--- src/rtl/mem_arbiter.sv ---
// Two-port (imem/dmem) arbiter onto one downstream memory port, one transaction in flight, dmem-priority with starvation limit.
// Optional MEM_ARB_ERR_EN: malformed requests answered locally with err=1 instead of being forwarded.
module mem_arbiter #(
  parameter int STARVE_LIMIT = 4
) (
  input  logic        i_clk,
  input  logic        i_rst,
  input  logic        i_imem_req,
  input  logic [31:0] i_imem_addr,
  output logic        o_imem_ready,
  output logic        o_imem_rvalid,
  output logic [31:0] o_imem_rdata,
  output logic        o_imem_err,
  input  logic        i_dmem_req,
  input  logic [31:0] i_dmem_addr,
  input  logic        i_dmem_ren,
  input  logic        i_dmem_wen,
  input  logic [31:0] i_dmem_wdata,
  input  logic [3:0]  i_dmem_mask,
  output logic        o_dmem_ready,
  output logic        o_dmem_rvalid,
  output logic [31:0] o_dmem_rdata,
  output logic        o_dmem_err,
  output logic        o_mem_req,
  output logic [31:0] o_mem_addr,
  output logic        o_mem_ren,
  output logic        o_mem_wen,
  output logic [31:0] o_mem_wdata,
  output logic [3:0]  o_mem_mask,
  input  logic        i_mem_ready,
  input  logic        i_mem_valid,
  input  logic [31:0] i_mem_rdata
);

  typedef enum logic [1:0] {IDLE, ISSUE, WAIT, RESP} state_t;

  state_t      state, state_nxt;
  logic [3:0]  starve_cnt;
  logic [31:0] addr_q, wdata_q, rdata_q;
  logic [3:0]  mask_q;
  logic        ren_q, wen_q, gnt_d_q;
  logic        gnt_d, gnt_i, req_bad, resp;

  always_ff @(posedge i_clk) begin
    if (i_rst) state <= IDLE;
    else       state <= state_nxt;
  end

  always_comb begin
    state_nxt = state;
    gnt_d     = 1'b0;
    gnt_i     = 1'b0;
    req_bad   = 1'b0;
    case (state)
      IDLE: begin
        if (i_dmem_req && (!i_imem_req || starve_cnt < 4'(STARVE_LIMIT))) gnt_d = 1'b1;
        else if (i_imem_req)                                               gnt_i = 1'b1;
`ifdef MEM_ARB_ERR_EN
        if (gnt_d)      req_bad = (i_dmem_ren == i_dmem_wen) || (i_dmem_mask == 4'b0000);
        else if (gnt_i) req_bad = (i_imem_addr[1:0] != 2'b00);
`endif
        if (gnt_d || gnt_i) state_nxt = req_bad ? RESP : ISSUE;
      end
      ISSUE:   if (i_mem_ready) state_nxt = WAIT;
      WAIT:    if (i_mem_valid) state_nxt = RESP;
      RESP:    state_nxt = IDLE;
      default: state_nxt = IDLE;
    endcase
  end

  always_ff @(posedge i_clk) begin
    if (i_rst) begin
      starve_cnt <= '0;
      addr_q     <= '0;
      wdata_q    <= '0;
      rdata_q    <= '0;
      mask_q     <= '0;
      ren_q      <= 1'b0;
      wen_q      <= 1'b0;
      gnt_d_q    <= 1'b0;
    end else begin
      if (gnt_d) begin
        addr_q  <= i_dmem_addr;
        ren_q   <= i_dmem_ren;
        wen_q   <= i_dmem_wen;
        wdata_q <= i_dmem_wdata;
        mask_q  <= i_dmem_mask;
        gnt_d_q <= 1'b1;
      end else if (gnt_i) begin
        addr_q  <= i_imem_addr;
        ren_q   <= 1'b1;
        wen_q   <= 1'b0;
        wdata_q <= '0;
        mask_q  <= 4'b1111;
        gnt_d_q <= 1'b0;
      end
      if (state == IDLE) begin
        if (gnt_i || !i_imem_req)             starve_cnt <= '0;
        else if (gnt_d && starve_cnt != 4'hf) starve_cnt <= starve_cnt + 4'd1;
      end
      // Error responses carry rdata 0; normal ones take the downstream word.
      if (gnt_d || gnt_i)                      rdata_q <= '0;
      else if (state == WAIT && i_mem_valid)   rdata_q <= i_mem_rdata;
    end
  end

`ifdef MEM_ARB_ERR_EN
  logic err_q;
  always_ff @(posedge i_clk) begin
    if (i_rst)               err_q <= 1'b0;
    else if (gnt_d || gnt_i) err_q <= req_bad;
  end
  assign o_imem_err = o_imem_rvalid & err_q;
  assign o_dmem_err = o_dmem_rvalid & err_q;
`else
  assign o_imem_err = 1'b0;
  assign o_dmem_err = 1'b0;
`endif

  assign resp          = (state == RESP) && !i_rst;
  assign o_imem_ready  = gnt_i && !i_rst;
  assign o_dmem_ready  = gnt_d && !i_rst;
  assign o_imem_rvalid = resp && !gnt_d_q;
  assign o_dmem_rvalid = resp && gnt_d_q;
  assign o_imem_rdata  = o_imem_rvalid ? rdata_q : '0;
  assign o_dmem_rdata  = o_dmem_rvalid ? rdata_q : '0;

  assign o_mem_req   = (state == ISSUE) && !i_rst;
  assign o_mem_addr  = {addr_q[31:2], addr_q[1:0] & 2'b00};
  assign o_mem_ren   = ren_q;
  // A read+write dmem request is forwarded as a read so ren/wen are never both high.
  assign o_mem_wen   = wen_q && !ren_q;
  assign o_mem_wdata = wdata_q;
  assign o_mem_mask  = mask_q;

endmodule
--- config.mk ---
export PLATFORM = sky130hd
export DESIGN_NAME = mem_arbiter
export DESIGN_NICKNAME = d
export VERILOG_FILES = /design/src/rtl/mem_arbiter.sv
export SDC_FILE = /design/constraint.sdc
export NUM_CORES = 1
export LEC_CHECK = 0
export ABC_CLOCK_PERIOD_IN_PS = 1600
export CAP_MARGIN = 30
export CORE_MARGIN = 2
export CORE_UTILIZATION = 34
export DETAILED_ROUTE_END_ITERATION = 8
export PLACE_DENSITY = 0.77
export SETUP_SLACK_MARGIN = 0.15
export SLEW_MARGIN = 15
export SYNTH_ARGS = -nofsm -noshare
export SYNTH_HDL_FRONTEND = slang
export SYNTH_SLANG_ARGS = --single-unit
--- constraint.sdc ---
create_clock -name i_clk -period 1.6 [get_ports i_clk]
set_clock_uncertainty 0.2 [all_clocks]
set_input_delay 0.24 -clock i_clk [delete_from_list [all_inputs] [get_ports i_clk]]
set_output_delay 0.24 -clock i_clk [all_outputs]
set_load 0.02 [all_outputs]
# Yosys cells after proc, flatten, opt, wreduce, memory -nomap -nowiden

Cells that the tools add are included.

Divide/modulo/power cells: 0
Reductions and logical operators: 24
$mul: 0
Eq/ne operators: 7
Add/sub/neg operators: 1
Shift operators: 0
Bitwise operators: 0
Magnitude comparators: 1
Muxes and demuxes: 26

Operators with widths:

| kind                  | count |
|---|---|
| $mux W32              | 6 |
| $mux W4               | 4 |
| $mux W1               | 12 |
| $logic_and A1 B1 Y1   | 10 |
| $pmux W2 S4           | 1 |
| $mux W2               | 3 |
| $ne A2 B2 Y1 const B  | 3 |
| $add A4 B1 Y4 const B | 1 |
| $eq A2 B2 Y1 const B  | 2 |
| $logic_not A1 Y1      | 4 |
| $logic_or A1 B1 Y1    | 4 |
| $lt A4 B3 Y1 const B  | 1 |
| $ne A4 B4 Y1 const B  | 1 |
| $reduce_bool A2 Y1    | 2 |
| $reduce_and A3 Y1     | 1 |
| $eq A2 B1 Y1 const B  | 1 |
| $logic_not A2 Y1      | 1 |
| $reduce_and A2 Y1     | 1 |
| $reduce_or A2 Y1      | 1 |

Output and inout port bits: 141
Input bits: 140
Word-level logic and storage cells: 68
Bits in writable memories: 0
Memories: 0
Bits in latches: 0
Memory bits (read-only): 0
Register bits after elaboration: 109

# Depth between registers and ports, before layout

Gate-level depths: netlist (run 1).

Depth in word-level cells: 9
Gate-level depth with buffers: 8

# Least setup slack after synthesis (run 1)

No wires, ideal clock.

Path kind: register to output
From: reg state[0]
To: out o_imem_rdata[22]
Buffers on the path: 1
Stages on the path, launching flop included: 5
Arrival time: 1.530 ns
Required time: 1.160 ns
Path slack: -0.370 ns
Cell sequence: dfxtp_1 > ha_1 > nor3b_1 > clkbuf_1 > and2_1

Cells in the longest elaborated chain, start to end: 4

Ends and longest elaborated chain:

| element                | line | RTL |
|---|---|---|
| start, declared        | 37   | `state_t state, state_nxt;` |
| start signal, assigned | 46   | `else state <= state_nxt;` |
| $eq A2 B2 Y1           | 120  | `assign resp = (state == RESP) && !i_rst;` |
| $logic_and A1 B1 Y1    | 120  |  |
| $logic_and A1 B1 Y1    | 123  | `assign o_imem_rvalid = resp && !gnt_d_q;` |
| net o_imem_rvalid      | 11   | `output logic o_imem_rvalid,` |
| $mux W32               | 125  | `assign o_imem_rdata = o_imem_rvalid ? rdata_q : '0;` |
| end, declared          | 12   | `output logic [31:0] o_imem_rdata,` |

The timed path passes the listed nets, and every way through them passes these cells.

# Final worst setup path (run 1)

From: reg state[1]
To: reg wdata_q[18], in the netlist o_mem_wdata[18]

Cells in the longest elaborated chain, start to end: 3

Ends and longest elaborated chain:

| element                                        | line | RTL |
|---|---|---|
| $logic_not A2 Y1 *                             | 54   | `case (state)` |
| $mux W1                                        | 54   |  |
| $mux W32 or $reduce_bool A2 Y1 (tied branches) | -    |  |
| end signal, assigned                           | 86   | `wdata_q <= i_dmem_wdata;` |
| end, declared                                  | 39   | `logic [31:0] addr_q, wdata_q, rdata_q;` |

Mark *: on every way between the ends. The rest lies on a longest branch, timed or not.
A chain may end at the register's enable or synchronous reset.

==> metrics.yaml, run 1 <==
critical_path:
  r2r_slack_ns: -0.45
  r2r-start: "state[1]"
  regToRegEndpoint: "o_mem_wdata[18]"
  cp_max_fo: 8
  crit_end: "o_mem_wdata[18]"
  worstSetupPathType: "reg2reg"
  rr_worst_depth: 11
  arrival_ns: 2.10
  worst_setup_path_end_kind: "flop"
  crit_start: "state[1]"
  cp-start-kind: "flop"
  worstPathRequired_ns: 1.65
synthesis:
  synth_area_per_cell_sq_um: 8.637
  ys_ff_latch: 107
  yosysWarnings: 0
  ys_types: 38
  syn_area_sq_um: 4647
  yosys.area.top_type_share_pct: 46.10
  synth_area_leaders: "dfxtp_1 (46%), and2_1 (8.9%), a22o_1 (6.2%), a311oi_1 (5.7%), nand2_1 (5.3%)"
  yosysTopAreaCell: "dfxtp_1"
  netlist_instances: 538
  ys_seq_area_share_pct: 46.10
floorplanning:
  initial_core_util_pct: 34.95
  rows: 42
  dieArea_sq_um: 14620
  die_h_um: 120.9
  pin_count: 281
  die_x_um: 120.9
  core_area_sq_um: 13300
global_route:
  grt_first_pass_wirelength_mm: 27.28
  grt_max_degree: 36
  grt_pass1_vias: 5311
  grtUsageTotal_pct: 23.55
  gr-total-overflow: 0
  antenna_found_initial: 0
clock_tree:
  h-tree-depth: 3
  cts_sinks: 107
  cts_tree: "built"
  postCtsHoldBufs: 0
  path_clk_slew_ns: 0.08
  cts-root-buf: "clkbuf_16"
  cts_inserted_buffers: 9
  clk_latency_ns: 0.34
  cts.path.max_buffers: 2
finish:
  final_cells: 1036
  syn_to_final_growth_pct: 114.2
  nets: 1001
  mostFrequentLayoutCells: "clkdlybuf4s50_1 (134), dfxtp_1 (103), buf_6 (92)"
  final_common_cell: "clkdlybuf4s50_1"
  fill_cells: 869
  drive_gt1_share_pct: 40.93
  diodes: 0
  final_util_pct: 74.88
routing:
  drt-total-wl_mm: 19.89
  routedWlPerCell_um: 19.20
  dr.pass1.iters: 5
  viasPerCell: 5.247
  ant_nets: 0
  vias: 5436
  drc: 0
  drt_iter0_markers: 281
status:
  violations: "negative setup slack"
  status: "finished with violations"
place:
  pre_cts_ws_ns: -0.5834
  place_inst: 961
  routabilityCongestion: 0.7741
  io_buffers: 272
  hpwl_mm: 11.26
timing:
  fmax_mhz: 488.2
  slew_headroom_pct: 65.89
  post-route-min-period_ns: 2.049
  timing.setup.tns_ns: -69.35
  hold_violations: 0
  slew_violations: 0
  min_period_over_period_pct: 128.0
  rsz0062_at_grt: "true"
  setup_ws_ns: -0.4485
  tightest_slew_ns: 0.5116
  finalSetupViolCount: 176
flow_run:
  drv_cap: 0
hold_path:
  hp-class: "in2reg"
  min_delay_path_depth: 3
power_and_ir_drop:
  max-vdd-ir-drop_v: 0.0008686
  p_sw_share_pct: 37.27
  p_per_area_nw_per_um2: 1414
  pwr-share-seq_pct: 26.2
  pwr-share-comb_pct: 58.5
  p_leak_nw: 4.750
  p_sw_mw: 5.246
  power_frac_clock_pct: 15.4
  intPower_mw: 8.828
## flip-flops by register name, indices dropped and copies added, names as in the netlist
signal / flops
addr_q: 30
wen_q: 1
o_mem_wdata: 32
state: 2
starve_cnt: 4
o_mem_mask: 4
rdata_q: 32
gnt_d_q: 1
o_mem_ren: 1
## worst min-delay path by stage
stage	startpoint	to
finish	i_rst	starve_cnt[2]
global route	i_rst	starve_cnt[2]
CTS	i_rst	starve_cnt[1]
detailed placement	wen_q	wen_q
global placement	rdata_q[31]	rdata_q[31]
floorplan	i_dmem_wdata[30]	o_mem_wdata[30]
## layout make-up
class	count	area, sq um	share of cell area, %
Tap cell	176	220.2	2.212
Clock inverter	7	58.81	0.5907
Clock buffer	9	225.2	2.262
Sequential cell	107	2147	21.57
Timing Repair Buffer	357	4337	43.56
Multi-Input combinational cell	378	2955	29.68
Inverter	2	12.51	0.1257
## kinds of logic after synthesis
kind of cell / count (synthesis) / share of synthesized area [%]
buffers and inverters: 57 / 7.082
adder cells (fa/ha/maj): 6 / 1.615
flip-flops: 107 / 46.10
AND/OR/NAND/NOR: 231 / 24.96
AO/OA/AOI/OAI: 136 / 20.17
other: 1 / 0.08070
## critical path: stages (launching register included)
cell,delay (ns)
dfxtp_2,0.34
buf_6,0.11
buf_6,0.11
inv_6,0.05
ha_4,0.15
buf_6,0.11
buf_6,0.10
o21a_4,0.20
nor2_4,0.08
buf_6,0.17
clkbuf_16,0.16
a22o_1,0.18
## metal layers
metal | GRT usage, % | vias up | wire length, um | part of all wire (%)
li1 | - | 2513 | - | -
met1 | 26.21 | 2619 | 7301 | 37
met2 | 42.63 | 269 | 10480 | 53
met3 | 7.284 | 35 | 1637 | 8.2
met4 | 7.267 | 0 | 474 | 2.4
met5 | 0 | - | 0 | 0
## power by group through the flow
stage                     clock (mW)  sequential, mW  combinational, mW
final                           2.16            3.68               8.23
after global routing            2.31            3.75               8.62
after CTS                       2.18            3.66               7.19
after detailed placement           0            3.70               4.89
after global placement             0            3.66               4.78
after floorplan                    0            4.31               2.36
## cell usage after synthesis
master	instances
nor4_1	1
a22o_1	33
nand4_1	3
nor2_2	1
nor3b_1	3
clkbuf_2	2
and3b_1	1
nand2_2	1
nor2b_1	3
nand2b_1	5
conb_1	1
inv_1	2
a21o_1	1
nand4b_1	1
buf_6	9
nor3_1	11
or3b_2	1
dfxtp_1	107
buf_4	8
nor2_1	36
buf_2	12
a21oi_2	1
nand3_1	30
nor3_4	1
a31o_2	1
o21a_2	1
a31oi_1	1
o21ai_0	30
o21ai_1	1
o21a_1	1
a311oi_1	30
nand2_1	66
and2_1	66
or2_1	1
clkbuf_1	24
ha_1	6
a21oi_1	35
a211oi_1	1
## stage by stage
step	power [mW]	hold WS [ns]	instance area (sq um)
final	14.07	0.2097	9956
after global routing	14.68	0.2201	9956
after CTS	13.04	0.1738	9016
after detailed placement	8.587	0.2534	7836
after global placement	8.439	0.2480	7836
after floorplan	6.668	0.1726	5019
## repair_timing
| item | CTS | global route |
|---|---|---|
| endpoints found under the setup margin | 243 | 244 |
| gates resized for setup | 457 | 197 |
| pin swaps | 24 | 34 |
| gates cloned | 17 | 10 |
| hold endpoints to repair | 0 | 0 |
| setup buffers | 22 | 10 |
(Power assumes the default switching activity.)
==> run 2: changes to the inputs <==
--- a/config.mk
+++ b/config.mk
@@ -7,7 +7,7 @@
 export LEC_CHECK = 0
 export ABC_CLOCK_PERIOD_IN_PS = 1600
 export CAP_MARGIN = 30
-export CORE_MARGIN = 2
+export CORE_MARGIN = 8
 export CORE_UTILIZATION = 34
 export DETAILED_ROUTE_END_ITERATION = 8
 export PLACE_DENSITY = 0.77
==> metrics.yaml, run 2 (synthesis results as in run 1) <==
status:
  status: "finished with violations"
  violations: "negative setup slack"
place:
  routabilityCongestion: 0.7786
  hpwl_mm: 13.31
  io_buffers: 272
  pre_cts_ws_ns: -0.6659
  placed_cell_area_sq_um: 7841
timing:
  holdWs_ns: 0.2085
  fmax_mhz: 477.1
  hold_violations: 0
  finalSetupViolCount: 175
  slew_violations: 0
  post-route-min-period_ns: 2.096
  timing.setup.tns_ns: -66.55
  setup_ws_ns: -0.4959
  rsz0062_at_grt: "true"
  min_period_over_period_pct: 131.0
critical_path:
  slowest_delay_ns: 0.34
  cp_max_fo: 5
  r2r-start: "state[1]"
  worstSetupPathType: "reg2reg"
  regToRegEndpoint: "addr_q[7]"
  critPathMostFrequentCell: "buf_6"
  cp_slowest_cell: "dfxtp_2"
  cp-start-kind: "flop"
  crit_end: "addr_q[7]"
  arrival_ns: 2.12
  worstPathRequired_ns: 1.63
  rr_worst_depth: 10
  r2r_slack_ns: -0.50
  crit_chain: "buf_4 -> inv_4 -> ha_4 -> buf_6 -> buf_6 -> o21a_4 -> buf_8 -> clkbuf_16 -> nor2_1 -> a311oi_1"
  worst_setup_path_end_kind: "flop"
  crit_start: "state[1]"
global_route:
  gr-total-overflow: 0
  grtUsageTotal_pct: 21.52
  grt_use_met1_pct: 23.24
  grt-busiest-layer: "met2"
  met2_usage_pct: 38.20
  grt_pass1_vias: 5624
  grt_max_degree: 36
  grt_first_pass_wirelength_mm: 30.79
  antenna_found_initial: 0
  grtUsageMet3_pct: 6.624
power_and_ir_drop:
  p_leak_nw: 4.604
  p_per_area_nw_per_um2: 1348
  power_mw: 12.69
  max-vdd-ir-drop_v: 0.0008988
floorplanning:
  pin_count: 281
  initial_core_util_pct: 34.95
  die_h_um: 132.9
  die_x_um: 132.9
  core_area_sq_um: 13300
  rows: 42
  dieArea_sq_um: 17670
routing:
  drc: 0
  routedWlPerCell_um: 20.41
  vias: 5329
  drt-total-wl_mm: 20.80
  ant_nets: 0
  dr.pass1.iters: 4
  drt_iter0_markers: 248
  viasPerCell: 5.230
finish:
  diodes: 0
  drive_gt1_share_pct: 35.23
  nets: 984
  fill_cells: 970
  mostFrequentLayoutCells: "clkdlybuf4s50_1 (134), dfxtp_1 (104), buf_6 (70)"
  stdcell_area_sq_um: 9410
  final_common_cell: "clkdlybuf4s50_1"
  syn_to_final_growth_pct: 102.5
clock_tree:
  cts_tree: "built"
  cts-root-buf: "clkbuf_16"
  cts_inserted_buffers: 9
  cts_sinks: 107
  clk_latency_ns: 0.34
  cts.path.max_buffers: 2
  path_clk_slew_ns: 0.07
  h-tree-depth: 3
flow_run:
  drv_cap: 0
hold_path:
  hp-class: "in2reg"
run 2: layout make-up:
cell class              count  area (sq um)  share of cell area [%]
multi-input cells         377          2708                   28.77
clock buffers              10         239.0                   2.540
inverters                   2         12.51                  0.1330
clock inverters             6         48.80                  0.5185
well taps                 176         220.2                   2.340
flip-flops and latches    107          2146                   22.80
repair buffers            341          4036                   42.89
run 2: report_power, final:
part	leakage (nW)	internal, mW	switching, mW
Combinational	3.58	3.52	3.35
Clock	0.143	1.11	1.02
Sequential	0.877	3.30	0.390
Total	4.60	7.92	4.76
run 2: worst min path at each step:
stage                     startpoint              end  slack (ns)  cells past startpoint
finish                         i_rst    starve_cnt[1]        0.21                      3
global route                   i_rst    starve_cnt[2]        0.24                      3
CTS                            i_rst    starve_cnt[2]        0.19                      3
detailed placement             wen_q            wen_q        0.25                      1
global placement         rdata_q[31]      rdata_q[31]        0.25                      2
floorplan           i_dmem_wdata[30]  o_mem_wdata[30]        0.17                      1
run 2: metrics by stage:
step                      util [%]  cells
final                        70.78   1019
after floorplan                  -    541
after CTS                    67.33   1011
after detailed placement     58.98    965
after global placement       58.98    965
after global routing         70.78   1019
run 2: metal layers:
metal | vias to the layer above | routed length [um]
met5 | - | 0
met4 | 0 | 459
met3 | 32 | 1858
met2 | 292 | 10800
met1 | 2539 | 7676
li1 | 2466 | -
run 2: timing repair:
item | CTS | global route
hold buffers | 0 | 0
setup buffers | 16 | 3
pin swaps | 28 | 22
hold endpoints to repair | 0 | 0
gates resized for setup | 481 | 104
endpoints found under the setup margin | 243 | 243
gates cloned | 14 | 5
run 2: worst max-delay path: cells and delay by family (launching register included):
| family | cells | cell delay (ns) |
|---|---|---|
| compound gates | 2 | 0.50 |
| fa+ha+maj | 1 | 0.19 |
| buf+inv | 6 | 0.71 |
| flops | 1 | 0.34 |
| simple gates | 1 | 0.04 |
